--- src/rtl/hazard_ctrl_pkg.sv ---
// Shared types and defaults for the pipeline hazard controller.
// Control vector bit order: {pc_write, ifid_write, idex_write, ifid_flush, idex_flush, exmem_bubble, fp_busy, halted}.
package hazard_ctrl_pkg;

  typedef enum logic [1:0] {
    RUN        = 2'd0,
    FP_WAIT    = 2'd1,
    HALT_DRAIN = 2'd2,
    HALTED     = 2'd3
  } state_e;

  localparam int FP_LATENCY_DFLT = 4;
  localparam int HALT_DRAIN_DFLT = 3;
  localparam int STALL_W         = 16;

  typedef struct packed {
    logic pc_write;
    logic ifid_write;
    logic idex_write;
    logic ifid_flush;
    logic idex_flush;
    logic exmem_bubble;
    logic fp_busy;
    logic halted;
  } hz_ctl_t;

  localparam hz_ctl_t CTL_RUN    = 8'b1110_0000;
  localparam hz_ctl_t CTL_FP     = 8'b0000_0110;
  // Load-use and halt-drain both hold PC/IF-ID and bubble ID/EX.
  localparam hz_ctl_t CTL_HOLD   = 8'b0010_1000;
  localparam hz_ctl_t CTL_HALTED = 8'b0000_0001;

endpackage

--- src/rtl/hazard_ctrl_if.sv ---
// Pipeline-facing bundle of the hazard controller: ID/EX observations in, stage controls out.
interface hazard_ctrl_if;
  import hazard_ctrl_pkg::*;

  logic [3:0]         id_readReg1;
  logic [3:0]         id_readReg2;
  logic               id_use1;
  logic               id_use2;
  logic               id_halt;
  logic               ex_memread;
  logic [3:0]         ex_dest;
  logic               ex_fpc;
  logic               ex_branch_taken;
  logic               pc_write;
  logic               ifid_write;
  logic               idex_write;
  logic               ifid_flush;
  logic               idex_flush;
  logic               exmem_bubble;
  logic               fp_busy;
  logic               halted;
  logic [STALL_W-1:0] stall_count;

  modport master (
    output id_readReg1, id_readReg2, id_use1, id_use2, id_halt,
           ex_memread, ex_dest, ex_fpc, ex_branch_taken,
    input  pc_write, ifid_write, idex_write, ifid_flush, idex_flush,
           exmem_bubble, fp_busy, halted, stall_count
  );

  modport slave (
    input  id_readReg1, id_readReg2, id_use1, id_use2, id_halt,
           ex_memread, ex_dest, ex_fpc, ex_branch_taken,
    output pc_write, ifid_write, idex_write, ifid_flush, idex_flush,
           exmem_bubble, fp_busy, halted, stall_count
  );

endinterface

--- src/rtl/hazard_ctrl_sat_counter16.sv ---
// 16-bit saturating event counter with synchronous clear.
module sat_counter16
  import hazard_ctrl_pkg::*;
(
  input  logic               clk,
  input  logic               rst_n,
  input  logic               clr,
  input  logic               inc,
  output logic [STALL_W-1:0] count
);

  logic [STALL_W-1:0] count_q, count_d;

  always_comb begin
    count_d = count_q;
    if (clr)
      count_d = '0;
    else if (inc && (count_q != {STALL_W{1'b1}}))
      count_d = count_q + 1'b1;
  end

  always_ff @(posedge clk or negedge rst_n) begin
    if (!rst_n) count_q <= '0;
    else        count_q <= count_d;
  end

  assign count = count_q;

endmodule

--- src/rtl/hazard_ctrl.sv ---
// Hazard/sequencing controller: load-use, branch squash, multi-cycle FP occupancy of EX, halt drain.
// Outputs are Mealy on state/cnt/inputs and forced low while reset is asserted.
module hazard_ctrl #(
  parameter int FP_LATENCY = hazard_ctrl_pkg::FP_LATENCY_DFLT,
  parameter int HALT_DRAIN = hazard_ctrl_pkg::HALT_DRAIN_DFLT
) (
  input logic          clk,
  input logic          reset,
  hazard_ctrl_if.slave hz
);
  import hazard_ctrl_pkg::*;

  localparam logic [3:0] FP_CNT_INIT   = 4'((FP_LATENCY >= 2) ? FP_LATENCY - 2 : 0);
  localparam logic [3:0] HALT_CNT_INIT = 4'((HALT_DRAIN >= 1) ? HALT_DRAIN - 1 : 0);

  state_e             state_q, state_d;
  logic [3:0]         cnt_q, cnt_d;
  hz_ctl_t            ctl, ctl_o;
  logic               load_use;
  logic               stall_inc;
  logic [STALL_W-1:0] stall_cnt;

  assign load_use = hz.ex_memread &&
                    ((hz.id_use1 && (hz.ex_dest == hz.id_readReg1)) ||
                     (hz.id_use2 && (hz.ex_dest == hz.id_readReg2)));

  always_comb begin
    state_d = state_q;
    cnt_d   = cnt_q;
    ctl     = CTL_RUN;
    case (state_q)
      RUN: begin
        if (hz.ex_branch_taken) begin
          ctl.ifid_flush = 1'b1;
          ctl.idex_flush = 1'b1;
        end else if (hz.ex_fpc) begin
          // Single-cycle FP only flags occupancy; nothing else is evaluated.
          ctl.fp_busy = 1'b1;
          if (FP_LATENCY >= 2) begin
            ctl     = CTL_FP;
            state_d = FP_WAIT;
            cnt_d   = FP_CNT_INIT;
          end
        end else if (load_use) begin
          ctl = CTL_HOLD;
        end else if (hz.id_halt) begin
          ctl     = CTL_HOLD;
          state_d = hazard_ctrl_pkg::HALT_DRAIN;
          cnt_d   = HALT_CNT_INIT;
        end
      end
      FP_WAIT: begin
        if (cnt_q != 4'd0) begin
          ctl   = CTL_FP;
          cnt_d = cnt_q - 4'd1;
        end else begin
          ctl.fp_busy = 1'b1;
          state_d     = RUN;
        end
      end
      hazard_ctrl_pkg::HALT_DRAIN: begin
        ctl = CTL_HOLD;
        if (cnt_q == 4'd0) state_d = HALTED;
        else               cnt_d   = cnt_q - 4'd1;
      end
      HALTED:  ctl     = CTL_HALTED;
      default: state_d = RUN;
    endcase
  end

  always_ff @(posedge clk or negedge reset) begin
    if (!reset) begin
      state_q <= RUN;
      cnt_q   <= 4'd0;
    end else begin
      state_q <= state_d;
      cnt_q   <= cnt_d;
    end
  end

  assign stall_inc = ((state_q == RUN) || (state_q == FP_WAIT)) && !ctl.pc_write;

  sat_counter16 u_stall_cnt (
    .clk   (clk),
    .rst_n (reset),
    .clr   (1'b0),
    .inc   (stall_inc),
    .count (stall_cnt)
  );

  assign ctl_o = reset ? ctl : hz_ctl_t'('0);

  assign hz.pc_write     = ctl_o.pc_write;
  assign hz.ifid_write   = ctl_o.ifid_write;
  assign hz.idex_write   = ctl_o.idex_write;
  assign hz.ifid_flush   = ctl_o.ifid_flush;
  assign hz.idex_flush   = ctl_o.idex_flush;
  assign hz.exmem_bubble = ctl_o.exmem_bubble;
  assign hz.fp_busy      = ctl_o.fp_busy;
  assign hz.halted       = ctl_o.halted;
  assign hz.stall_count  = stall_cnt;

endmodule

--- src/flat_wrapper.sv ---
// flat-port wrapper written by rule: the top's interface ports become plain ports
module hazard_ctrl_flat import hazard_ctrl_pkg::*;
#(
  parameter int FP_LATENCY = hazard_ctrl_pkg::FP_LATENCY_DFLT,
  parameter int HALT_DRAIN = hazard_ctrl_pkg::HALT_DRAIN_DFLT
)
  (clk, reset, hz_id_readReg1, hz_id_readReg2, hz_id_use1, hz_id_use2, hz_id_halt, hz_ex_memread, hz_ex_dest, hz_ex_fpc, hz_ex_branch_taken, hz_pc_write, hz_ifid_write, hz_idex_write, hz_ifid_flush, hz_idex_flush, hz_exmem_bubble, hz_fp_busy, hz_halted, hz_stall_count);
  hazard_ctrl_if hz_i ();
  input logic clk;
  input logic reset;
  input wire logic [$bits(hz_i.id_readReg1)-1:0] hz_id_readReg1;
  input wire logic [$bits(hz_i.id_readReg2)-1:0] hz_id_readReg2;
  input wire logic [$bits(hz_i.id_use1)-1:0] hz_id_use1;
  input wire logic [$bits(hz_i.id_use2)-1:0] hz_id_use2;
  input wire logic [$bits(hz_i.id_halt)-1:0] hz_id_halt;
  input wire logic [$bits(hz_i.ex_memread)-1:0] hz_ex_memread;
  input wire logic [$bits(hz_i.ex_dest)-1:0] hz_ex_dest;
  input wire logic [$bits(hz_i.ex_fpc)-1:0] hz_ex_fpc;
  input wire logic [$bits(hz_i.ex_branch_taken)-1:0] hz_ex_branch_taken;
  output wire logic [$bits(hz_i.pc_write)-1:0] hz_pc_write;
  output wire logic [$bits(hz_i.ifid_write)-1:0] hz_ifid_write;
  output wire logic [$bits(hz_i.idex_write)-1:0] hz_idex_write;
  output wire logic [$bits(hz_i.ifid_flush)-1:0] hz_ifid_flush;
  output wire logic [$bits(hz_i.idex_flush)-1:0] hz_idex_flush;
  output wire logic [$bits(hz_i.exmem_bubble)-1:0] hz_exmem_bubble;
  output wire logic [$bits(hz_i.fp_busy)-1:0] hz_fp_busy;
  output wire logic [$bits(hz_i.halted)-1:0] hz_halted;
  output wire logic [$bits(hz_i.stall_count)-1:0] hz_stall_count;
  assign hz_i.id_readReg1 = hz_id_readReg1;
  assign hz_i.id_readReg2 = hz_id_readReg2;
  assign hz_i.id_use1 = hz_id_use1;
  assign hz_i.id_use2 = hz_id_use2;
  assign hz_i.id_halt = hz_id_halt;
  assign hz_i.ex_memread = hz_ex_memread;
  assign hz_i.ex_dest = hz_ex_dest;
  assign hz_i.ex_fpc = hz_ex_fpc;
  assign hz_i.ex_branch_taken = hz_ex_branch_taken;
  assign hz_pc_write = hz_i.pc_write;
  assign hz_ifid_write = hz_i.ifid_write;
  assign hz_idex_write = hz_i.idex_write;
  assign hz_ifid_flush = hz_i.ifid_flush;
  assign hz_idex_flush = hz_i.idex_flush;
  assign hz_exmem_bubble = hz_i.exmem_bubble;
  assign hz_fp_busy = hz_i.fp_busy;
  assign hz_halted = hz_i.halted;
  assign hz_stall_count = hz_i.stall_count;
  hazard_ctrl #(.FP_LATENCY(FP_LATENCY), .HALT_DRAIN(HALT_DRAIN)) u_core (.clk(clk), .reset(reset), .hz(hz_i));
endmodule
--- config.mk ---
export PLATFORM = sky130hd
export DESIGN_NAME = hazard_ctrl_flat
export DESIGN_NICKNAME = d
export VERILOG_FILES = /design/src/rtl/hazard_ctrl_pkg.sv /design/src/rtl/hazard_ctrl_if.sv /design/src/rtl/hazard_ctrl_sat_counter16.sv /design/src/rtl/hazard_ctrl.sv /design/src/flat_wrapper.sv
export SDC_FILE = /design/constraint.sdc
export NUM_CORES = 1
export LEC_CHECK = 0
export CORE_MARGIN = 2
export CORE_UTILIZATION = 40
export DETAILED_ROUTE_END_ITERATION = 10
export PLACE_DENSITY = 0.69
export REMOVE_ABC_BUFFERS = 1
export SLEW_MARGIN = 20
export SYNTH_ARGS = -nofsm -noshare
export SYNTH_HDL_FRONTEND = slang
export SYNTH_SLANG_ARGS = --single-unit
--- constraint.sdc ---
create_clock -name clk -period 2.3 [get_ports clk]
set_input_delay 0.23 -clock clk [delete_from_list [all_inputs] [get_ports clk]]
set_output_delay 0.23 -clock clk [all_outputs]
set_load 0.02 [all_outputs]
==> results of run 1 <==
## cells in the mapped netlist
cell / n / share of area (%)
sky130_fd_sc_hd__dfrtp_1: 22 / 35
sky130_fd_sc_hd__nand2_1: 14 / 3.4
sky130_fd_sc_hd__xnor2_1: 13 / 7.3
sky130_fd_sc_hd__nand4_1: 10 / 4.0
sky130_fd_sc_hd__nor2_1: 10 / 2.4
sky130_fd_sc_hd__and3_1: 8 / 3.2
sky130_fd_sc_hd__o21ai_0: 8 / 2.6
sky130_fd_sc_hd__ha_1: 7 / 5.6
sky130_fd_sc_hd__inv_1: 7 / 1.7
sky130_fd_sc_hd__nand3_1: 6 / 1.9
sky130_fd_sc_hd__xor2_1: 6 / 3.4
sky130_fd_sc_hd__mux2_1: 4 / 2.9
sky130_fd_sc_hd__nor3_1: 4 / 1.3
sky130_fd_sc_hd__a21oi_1: 3 / 0.97
sky130_fd_sc_hd__mux2_2: 3 / 2.2
sky130_fd_sc_hd__nand2b_1: 3 / 1.2
sky130_fd_sc_hd__a21boi_0: 2 / 0.97
sky130_fd_sc_hd__buf_6: 2 / 1.4
sky130_fd_sc_hd__nand3_4: 2 / 2.3
sky130_fd_sc_hd__o2bb2ai_1: 2 / 1.1
sky130_fd_sc_hd__or3_1: 2 / 0.80
sky130_fd_sc_hd__a211o_1: 1 / 0.56
sky130_fd_sc_hd__a21o_1: 1 / 0.48
sky130_fd_sc_hd__and2_1: 1 / 0.40
sky130_fd_sc_hd__and2b_1: 1 / 0.48
sky130_fd_sc_hd__and3_2: 1 / 0.48
sky130_fd_sc_hd__and3b_1: 1 / 0.56
sky130_fd_sc_hd__and4_4: 1 / 0.72
sky130_fd_sc_hd__buf_1: 1 / 0.24
sky130_fd_sc_hd__buf_4: 1 / 0.48
sky130_fd_sc_hd__mux2_4: 1 / 0.97
sky130_fd_sc_hd__mux2i_1: 1 / 0.64
sky130_fd_sc_hd__nand3b_1: 1 / 0.48
sky130_fd_sc_hd__nand3b_4: 1 / 1.3
sky130_fd_sc_hd__nand4_4: 1 / 1.4
sky130_fd_sc_hd__nand4b_1: 1 / 0.56
sky130_fd_sc_hd__nor3b_4: 1 / 1.2
sky130_fd_sc_hd__o211a_1: 1 / 0.64
sky130_fd_sc_hd__o22ai_4: 1 / 1.3
sky130_fd_sc_hd__o31ai_1: 1 / 0.48
sky130_fd_sc_hd__or3b_2: 1 / 0.56
## cell families after synthesis
family	after synthesis	synth area share, %
xor gates and xnor gates	19	10.7
and+or+nand+nor	70	28.6
AOI/OAI and AO/OA	20	9.09
buffers and inverters	11	3.86
muxes	9	6.68
DFF	22	35.4
adders and majority gates	7	5.63
## final timing paths
check                                                 start                      endpoint  slack [ns]  cells after the start
worst max-delay path                      u_core.state_q[0]               hz_exmem_bubble        0.16                      7
worst min-delay path                                  reset   u_core.u_stall_cnt.count[2]        0.35                      2
worst max register to register              u_core.cnt_q[0]  u_core.u_stall_cnt.count[10]        0.23                      8
worst min register to register  u_core.u_stall_cnt.count[9]   u_core.u_stall_cnt.count[9]        0.51                      1
max in group asynchronous                             reset   u_core.u_stall_cnt.count[3]        1.80                      2
min in group clk                u_core.u_stall_cnt.count[9]   u_core.u_stall_cnt.count[9]        0.51                      1
## power by group through the flow
stage          sequential (W)  clock (W)  combinational, W
6_report             0.000560   0.000281           0.00124
5_1_grt              0.000578   0.000299           0.00136
4_1_cts              0.000561   0.000289           0.00125
3_5_place_dp         0.000567          0           0.00126
3_3_place_gp         0.000559          0           0.00121
2_1_floorplan        0.000616          0          0.000717
## metal layers
layer	vias up	wire length (µm)	track usage, %
met3	2	80	3.07
met1	675	1580	22.0
met4	0	14	3.32
met2	22	1860	33.1
met5	-	0	0
li1	686	-	-
## worst register-to-register path: stages, from the launching register on
cell and delay (ns):
sky130_fd_sc_hd__dfrtp_1 0.37, sky130_fd_sc_hd__inv_1 0.10, sky130_fd_sc_hd__ha_1 0.21, sky130_fd_sc_hd__nor3b_4 0.22, sky130_fd_sc_hd__a21o_1 0.18, sky130_fd_sc_hd__and3b_1 0.21
sky130_fd_sc_hd__nand3_4 0.19, sky130_fd_sc_hd__nand4_1 0.15, sky130_fd_sc_hd__mux2_2 0.34
## stage by stage
step                      cell area (µm²)  hold WS (ns)  utilization (%)  cells  setup slack (ns)
after floorplan                      1520       -0.0656                -    154           -0.0267
after global placement               2150         0.481             58.3    262           -0.0546
after detailed placement             2150         0.500             58.3    262            -0.106
after CTS                            2200         0.354             59.7    266             0.141
after global routing                 2200         0.363             59.6    266            0.0117
final                                2200         0.349             59.6    266             0.165
## registers in the layout (all words and copies together), names as in the netlist
register / flops
u_core.u_stall_cnt.count: 16
u_core.cnt_q: 4
u_core.state_q: 2
## final cells by class
type | count | area (µm²) | area share [%]
Tap cell | 48 | 60.1 | 2.73
Multi-Input combinational cell | 125 | 947 | 43.1
Inverter | 7 | 26.3 | 1.20
Timing Repair Buffer | 60 | 559 | 25.4
Sequential cell | 22 | 551 | 25.0
Clock buffer | 4 | 55.1 | 2.50
## timing repair
item,in CTS,in global routing
gates resized for setup,8,2
pin swaps,0,0
endpoints found under the setup margin,6,1
==> results, run 1 <==
- The number of buffers between clock root and the deepest sink is 2.
- In the final routed layout, each cell accounts on average for 13.3 µm.
- After routing, the total negative slack on setup checks comes to 0 ns.
- The global route total overflow is 0.
- The proportion of layout cells with a drive suffix above 1 is 16.5%.
- The kind of end point of the critical path is an output port.
- In this run, flip-flops and latches consume 26.9% of the power.
- The final-stage net count is 246.
- The top cell family by delay on the critical path is buffers and inverters.
- The first routing iteration left 67 violations.
- In this run the worst hold path is classified as input pin to asynchronous set/reset pin.
- The critical path contains buffers and inverters numbering 2 combined.
- The number of filler cells placed in the layout is 341.
- Across the run, the number of max-cap violations was 0.
- Dividing total power by cell area gives a power density of 947 nW/µm².
- The cell row count is 22.
- The reported net switching power is 0.000846 W.
- The data required time at the worst endpoint is 2.07 ns.
- Dividing the final minimum period by the clock period gives 92.8%.
- The count of nets left with antenna violations once routing finished came out at 0.
- The CTS tree is yes.
- Each instance of the synthesized netlist takes up on average 9.84 µm².
- Detailed placement finished with a half-perimeter wire length of 2.82 mm.
- Using the TritonRoute via totals, the vias-per-cell ratio works out to 5.21.
- The number of H-tree levels is 1.
- Counting distinct cell types in the post-synthesis netlist gives 41.
- Summed over all cells, the static leakage comes to 0.998 nW.
- For this design, the slowest cell found on the critical path is sky130_fd_sc_hd__dfrtp_1.
- The final total power is 0.00208 W.
- In this run, post-CTS hold repair placed 0 buffers.
- The count of final hold-check violations is 0.
- The number of max-slew violations in the final report was 0.
- The combined area of all synthesized cells is 1560 µm².
- For this run, design rule violations remaining after detail routing come to 0.
- The worst clock skew on the final layout is 0.00603 ns.
- The initial antenna violation count came to 0.
- For the finished layout, the period the worst path requires is 2.14 ns.
- The detailed-route via count is 1,385.
- Net switching is 40.6% of the power.
- In this run the standard cell core region covers 3690 µm².
- The via count of the first global-routing pass is 1,451.
- In this run the horizontal extent of the chip is 66.4 µm.
- The post-synthesis to final-layout area growth is 41.4%.
- The later pin in the worst-skew pair is clocked with a latency of 0.26 ns.
- The proportion of synthesized chip area in sequential cells is 35.4%.
- The peak supply drop is 0.599 mV.
- The first detailed-routing pass ran for 4 iterations.
- The clock sink count is 22.
- The portion of total power attributed to combinational logic is 59.6%.
- 0 antenna diodes ended up in the layout.
- The post-synthesis register bit count is 22.
- The Yosys step of the flow raised 0 warnings.
- The clock input transition at the sequential cells of the worst setup and hold paths is 0.08 ns.
- Of all nets on the critical path, the largest fanout is 7.
- Routability-driven placement finished with a final weighted congestion of 0.866.
- CTS placed an instance of sky130_fd_sc_hd__clkbuf_8 at the clock tree root.
- In this run the count of I/O pins placed on the die edge is 44.
- The count of final setup violators is 0.
- STA classifies the critical path startpoint as a register.
- The first global-routing pass estimated 6.33 mm of wire.
- The biggest cell delay along the critical path is 0.39 ns.
- The top cell types in the final layout, fill and taps aside, are 37 x sky130_fd_sc_hd__clkdlybuf4s50_1, 22 x sky130_fd_sc_hd__dfrtp_1, 16 x sky130_fd_sc_hd__buf_4.
- The global router's overall resource usage is 18.0%.
- The cell count after synthesis is 158.
- The tightest slew margin relative to the limit is 79.5%.
- The run finished with clean final reports.
- The initial utilization of the core area, before any placement, comes to 42.2%.
- Leaving out fill and tap cells, the most frequent cell in the layout is sky130_fd_sc_hd__clkdlybuf4s50_1.
- The wire length reported by the detailed router is 3.53 mm.
- The part of the total power dissipated in the clock network is 13.5%.
- The number of post-CTS setup repair buffers is 0.
- The endpoint arrival time on the critical path is 1.91 ns.
- The internal power summed over all cells is 0.00124 W.
- TritonCTS created 3 clock buffers.
- Setup repair after global routing left no endpoint under its margin.
- The critical path start-end classification is register to output port.
- Entering global routing, the biggest net connects 28 pins.
- The number of port buffers is 43.
- The floorplan step defined a die boundary enclosing 4400 µm².
- Based on the critical path, the design can be clocked at up to 468 MHz.
- Walking the worst path, the cells encountered are inv_1 -> ha_2 -> and2b_1 -> nand2_1 -> a21boi_1 -> a21boi_0 -> dlygate4sd2_1.
- At the pin with the least slew margin, the transition time is 0.305 ns.
- The die is 66.4 µm tall.
Note: power is estimated with default switching activity, not from simulation.
==> inputs of run 2 (changes only) <==
==> constraint.sdc (replaced) <==
create_clock -name clk -period 2.3 [get_ports clk]
set_input_delay 0.23 -clock clk [delete_from_list [all_inputs] [get_ports clk]]
set_output_delay 0.23 -clock clk [all_outputs]
set_load 0.005 [all_outputs]
==> run 2 against run 1 <==
Effect of this change: power down 2.1%; sequential share of layout area shrank 0.76 points; critical path type is now input pin to register; design area up 3.1%; via count decreased by 0.36%; largest power group unchanged; final cell count increased by 1.5%.
==> results, run 2 (synthesis gave the netlist of run 1 again) <==
- The endpoint arrival time on the critical path is 2.37 ns (+0.46 ns).
- The largest fanout on the critical path came to 4 (-3).
- The insertion delay of the later-clocked pin in the worst-skew pair is 0.26 ns (about the same).
- The diode insertion count for antenna repair is 0 (unchanged).
- The number of flip-flops in the largest register is 16 (unchanged).
- The TritonCTS buffer count is 3 (unchanged).
- The filler-free cell count of the finished design is 270 (+1.5%).
- The library cell used most frequently in the layout, excluding fill and tap cells, is sky130_fd_sc_hd__clkdlybuf4s50_1.
- The overall die width is 66.4 µm (unchanged).
- The worst clock skew on the final layout was 0.00751 ns (+0.00148 ns).
- The biggest cell delay along the critical path is 0.42 ns (+0.03 ns).
- The global router's overall resource usage is 17.6% (-0.45 points).
- The tree is rooted in a sky130_fd_sc_hd__clkbuf_8.
- The initial antenna violation count is 0 (unchanged).
- The count of final setup violators came to 0 (unchanged).
- The routed wirelength normalized by instance count is 13.2 µm (-0.34%).
- The count of buffer and inverter cells on the critical path was 4 (+2).
- The critical path goes through clkdlybuf4s50_1 -> xor2_1 -> nor3_1 -> nand4_1 -> buf_4 -> buf_4 -> buf_4 -> a211o_4 -> nand3b_4 -> mux2_4.
- The reg-to-reg critical path startpoint is u_core.cnt_q[0].
- The initial core utilization is 42.2% (unchanged).
- The top cell types in the final layout, fill and taps aside, are 37 x sky130_fd_sc_hd__clkdlybuf4s50_1, 22 x sky130_fd_sc_hd__dfrtp_1, 21 x sky130_fd_sc_hd__buf_4.
- The count of maximum capacitance violations is 0 (unchanged).
- The number of max-slew violations in the final report came to 0 (unchanged).
- The cell type with the highest occurrence count on the critical path is sky130_fd_sc_hd__buf_4.
- The top cell family by delay on the critical path is buffers and inverters.
- The core region area is 3690 µm² (unchanged).
- The share of the cycle needed by the critical path after routing is 96.9% (+4.1 points).
- Setup repair after global routing left no endpoint under its margin.
- The clock sink count is 22 (unchanged).
- The global-route wire length before repair is 6.10 mm (-3.6%).
- The flow ran to the end, and the final reports show no timing, DRC or antenna violations.
- The total power per unit cell area is 899 nW/µm² (-5.1%).
- The total iterations of the first detailed-routing run came to 4 (unchanged).
- The clock input transition at the sequential cells of the worst setup and hold paths came to 0.08 ns (about the same).
- The peak supply drop is 0.768 mV (+28%).
- The count of final hold-check violations is 0 (unchanged).
- The post-route setup TNS is 0 ns (unchanged).
- The kind of end point of the critical path is a register.
- The detailed-route via count is 1,380 (-0.36%).
- The count of routing violations after the opening detailed-route iteration came to 73 (+9.0%).
- The worst hold path belongs to the class input pin to asynchronous set/reset pin.
- The number of port buffers was 43 (unchanged).
- The number of nets with antenna violations after detailed routing is 0 (unchanged).
- The post-synthesis to final-layout area growth is 45.8%.
- The pin count of the biggest net entering global routing is 18 (-36%).
- The CTS tree is yes.
- In this run the critical register-to-register path is captured at u_core.u_stall_cnt.count[12].
- The number of H-tree levels is 1 (unchanged).
- The number of DRC violations after detailed routing is 0 (unchanged).
- The post-route worst hold slack is 0.316 ns (-0.0331 ns).
- The data required time at the worst endpoint came to 2.45 ns (+0.38 ns).
- The placer congestion estimate is 0.844 (-2.5%).
- The count of pins on the block boundary is 44 (unchanged).
- Tracing the worst setup path back leads to its startpoint at hz_id_readReg2[3].
- The final critical delay including setup and external delays was 2.23 ns (+0.0932 ns).
- The cell row count was 22 (unchanged).
- The transition time of the tightest slew-check pin came to 0.302 ns (-0.00296 ns).
- The reg2reg setup slack is 0.23 ns (about the same).
- The post-detailed-route via-to-cell ratio is 5.11 (-1.8%).
- The proportion of layout cells with a drive suffix above 1 is 20.3% (+3.8 points).
- The final total power is 0.00204 W (-2.1%).
- The register area came to 551 µm² (unchanged).
- The multi-input combinational cell area is 976 µm² (+3.0%).
- The total die area is 4400 µm² (unchanged).
- The wire length reported by the detailed router is 3.57 mm (+1.2%).
- The number of cells in the design after placement is 259 (-1.1%).
- The slowest stage cell on the critical path is sky130_fd_sc_hd__clkdlybuf4s50_1.
- The number of buffers between clock root and the deepest sink is 2 (unchanged).
- The number of cell instances on the worst register-to-register path came to 8 (unchanged).
- The sort of element at the start of the critical path is an input pin.
- The tightest slew margin relative to the limit is 79.7% (+0.20 points).
- The HPWL after detailed placement was 2.73 mm (-3.0%).
- The global route total overflow is 0 (unchanged).
- The vertical die dimension was 66.4 µm (unchanged).
- The worst setup slack after placement came to -0.0576 ns (+0.0482 ns).
- The highest achievable clock rate is 449 MHz (-4.2%).
- The post-route worst setup slack is 0.0716 ns (-0.0932 ns).
- The leakage power of the design is 1.07 nW (+7.2%).
- The final-stage net count is 250 (+1.6%).
- The critical path start-end classification is input pin to register.
- The via count of the first global-routing pass was 1,420 (-2.1%).
- The number of filler cells placed in the layout is 321 (-5.9%).
==> run 2: changes by cell type in the layout (fill, tap and decap cells not counted), sizes merged <==
cell,delta
buf,+4
dlygate4sd2,-4
clkbuf,-1
dlymetal6s2s,+5
==> run 2: repair_timing <==
action	CTS	global route
setup buffers	5	2
setup endpoints to repair	5	7
resized for setup	4	11
pin swaps	4	5
hold buffers	0	0
==> run 2: how the worst max path moves through the flow <==
stage	slack [ns]	cells after the start	to
3_5_place_dp	-0.06	8	hz_idex_flush
4_1_cts	0.01	7	hz_exmem_bubble
2_1_floorplan	0.30	8	u_core.u_stall_cnt.count[12]
3_3_place_gp	0.01	8	hz_pc_write
5_1_grt	0.008	10	u_core.state_q[1]
6_report	0.07	10	u_core.cnt_q[1]
==> run 2: final cells by class <==
class	instances	area share [%]
timing repair buffer	64	26.4
sequential	22	24.3
inverter	7	1.16
tap	48	2.65
multi-input combinational	125	43.0
clock buffer	4	2.43
==> run 2: through the flow <==
stage               area, µm²  utilization [%]
finish                   2270             61.5
global route             2270             61.5
CTS                      2220             60.2
detailed placement       2120             57.4
global placement         2120             57.4
floorplan                1520                -
==> run 2: routing by layer <==
metal | GRT usage [%] | share of wire [%]
met1 | 21.1 | 45
met2 | 32.1 | 52
met3 | 3.58 | 2.4
met4 | 3.57 | 0.28
met5 | 0 | 0
==> run 2: power by group <==
part | leakage [nW] | switching, W | internal (W)
Sequential | 0.289 | 0.0000868 | 0.000478
Clock | 0.0288 | 0.000121 | 0.000153
Combinational | 0.751 | 0.000534 | 0.000665
==> run 2: worst reg2reg max path: stages (launching register included) <==
cell and delay, ns:
sky130_fd_sc_hd__dfrtp_1 0.39, sky130_fd_sc_hd__inv_1 0.10, sky130_fd_sc_hd__ha_1 0.20, sky130_fd_sc_hd__nor3b_4 0.20
sky130_fd_sc_hd__a21o_1 0.18, sky130_fd_sc_hd__and3b_1 0.21, sky130_fd_sc_hd__nand3_4 0.19, sky130_fd_sc_hd__nand3_1 0.15
sky130_fd_sc_hd__mux2_2 0.34
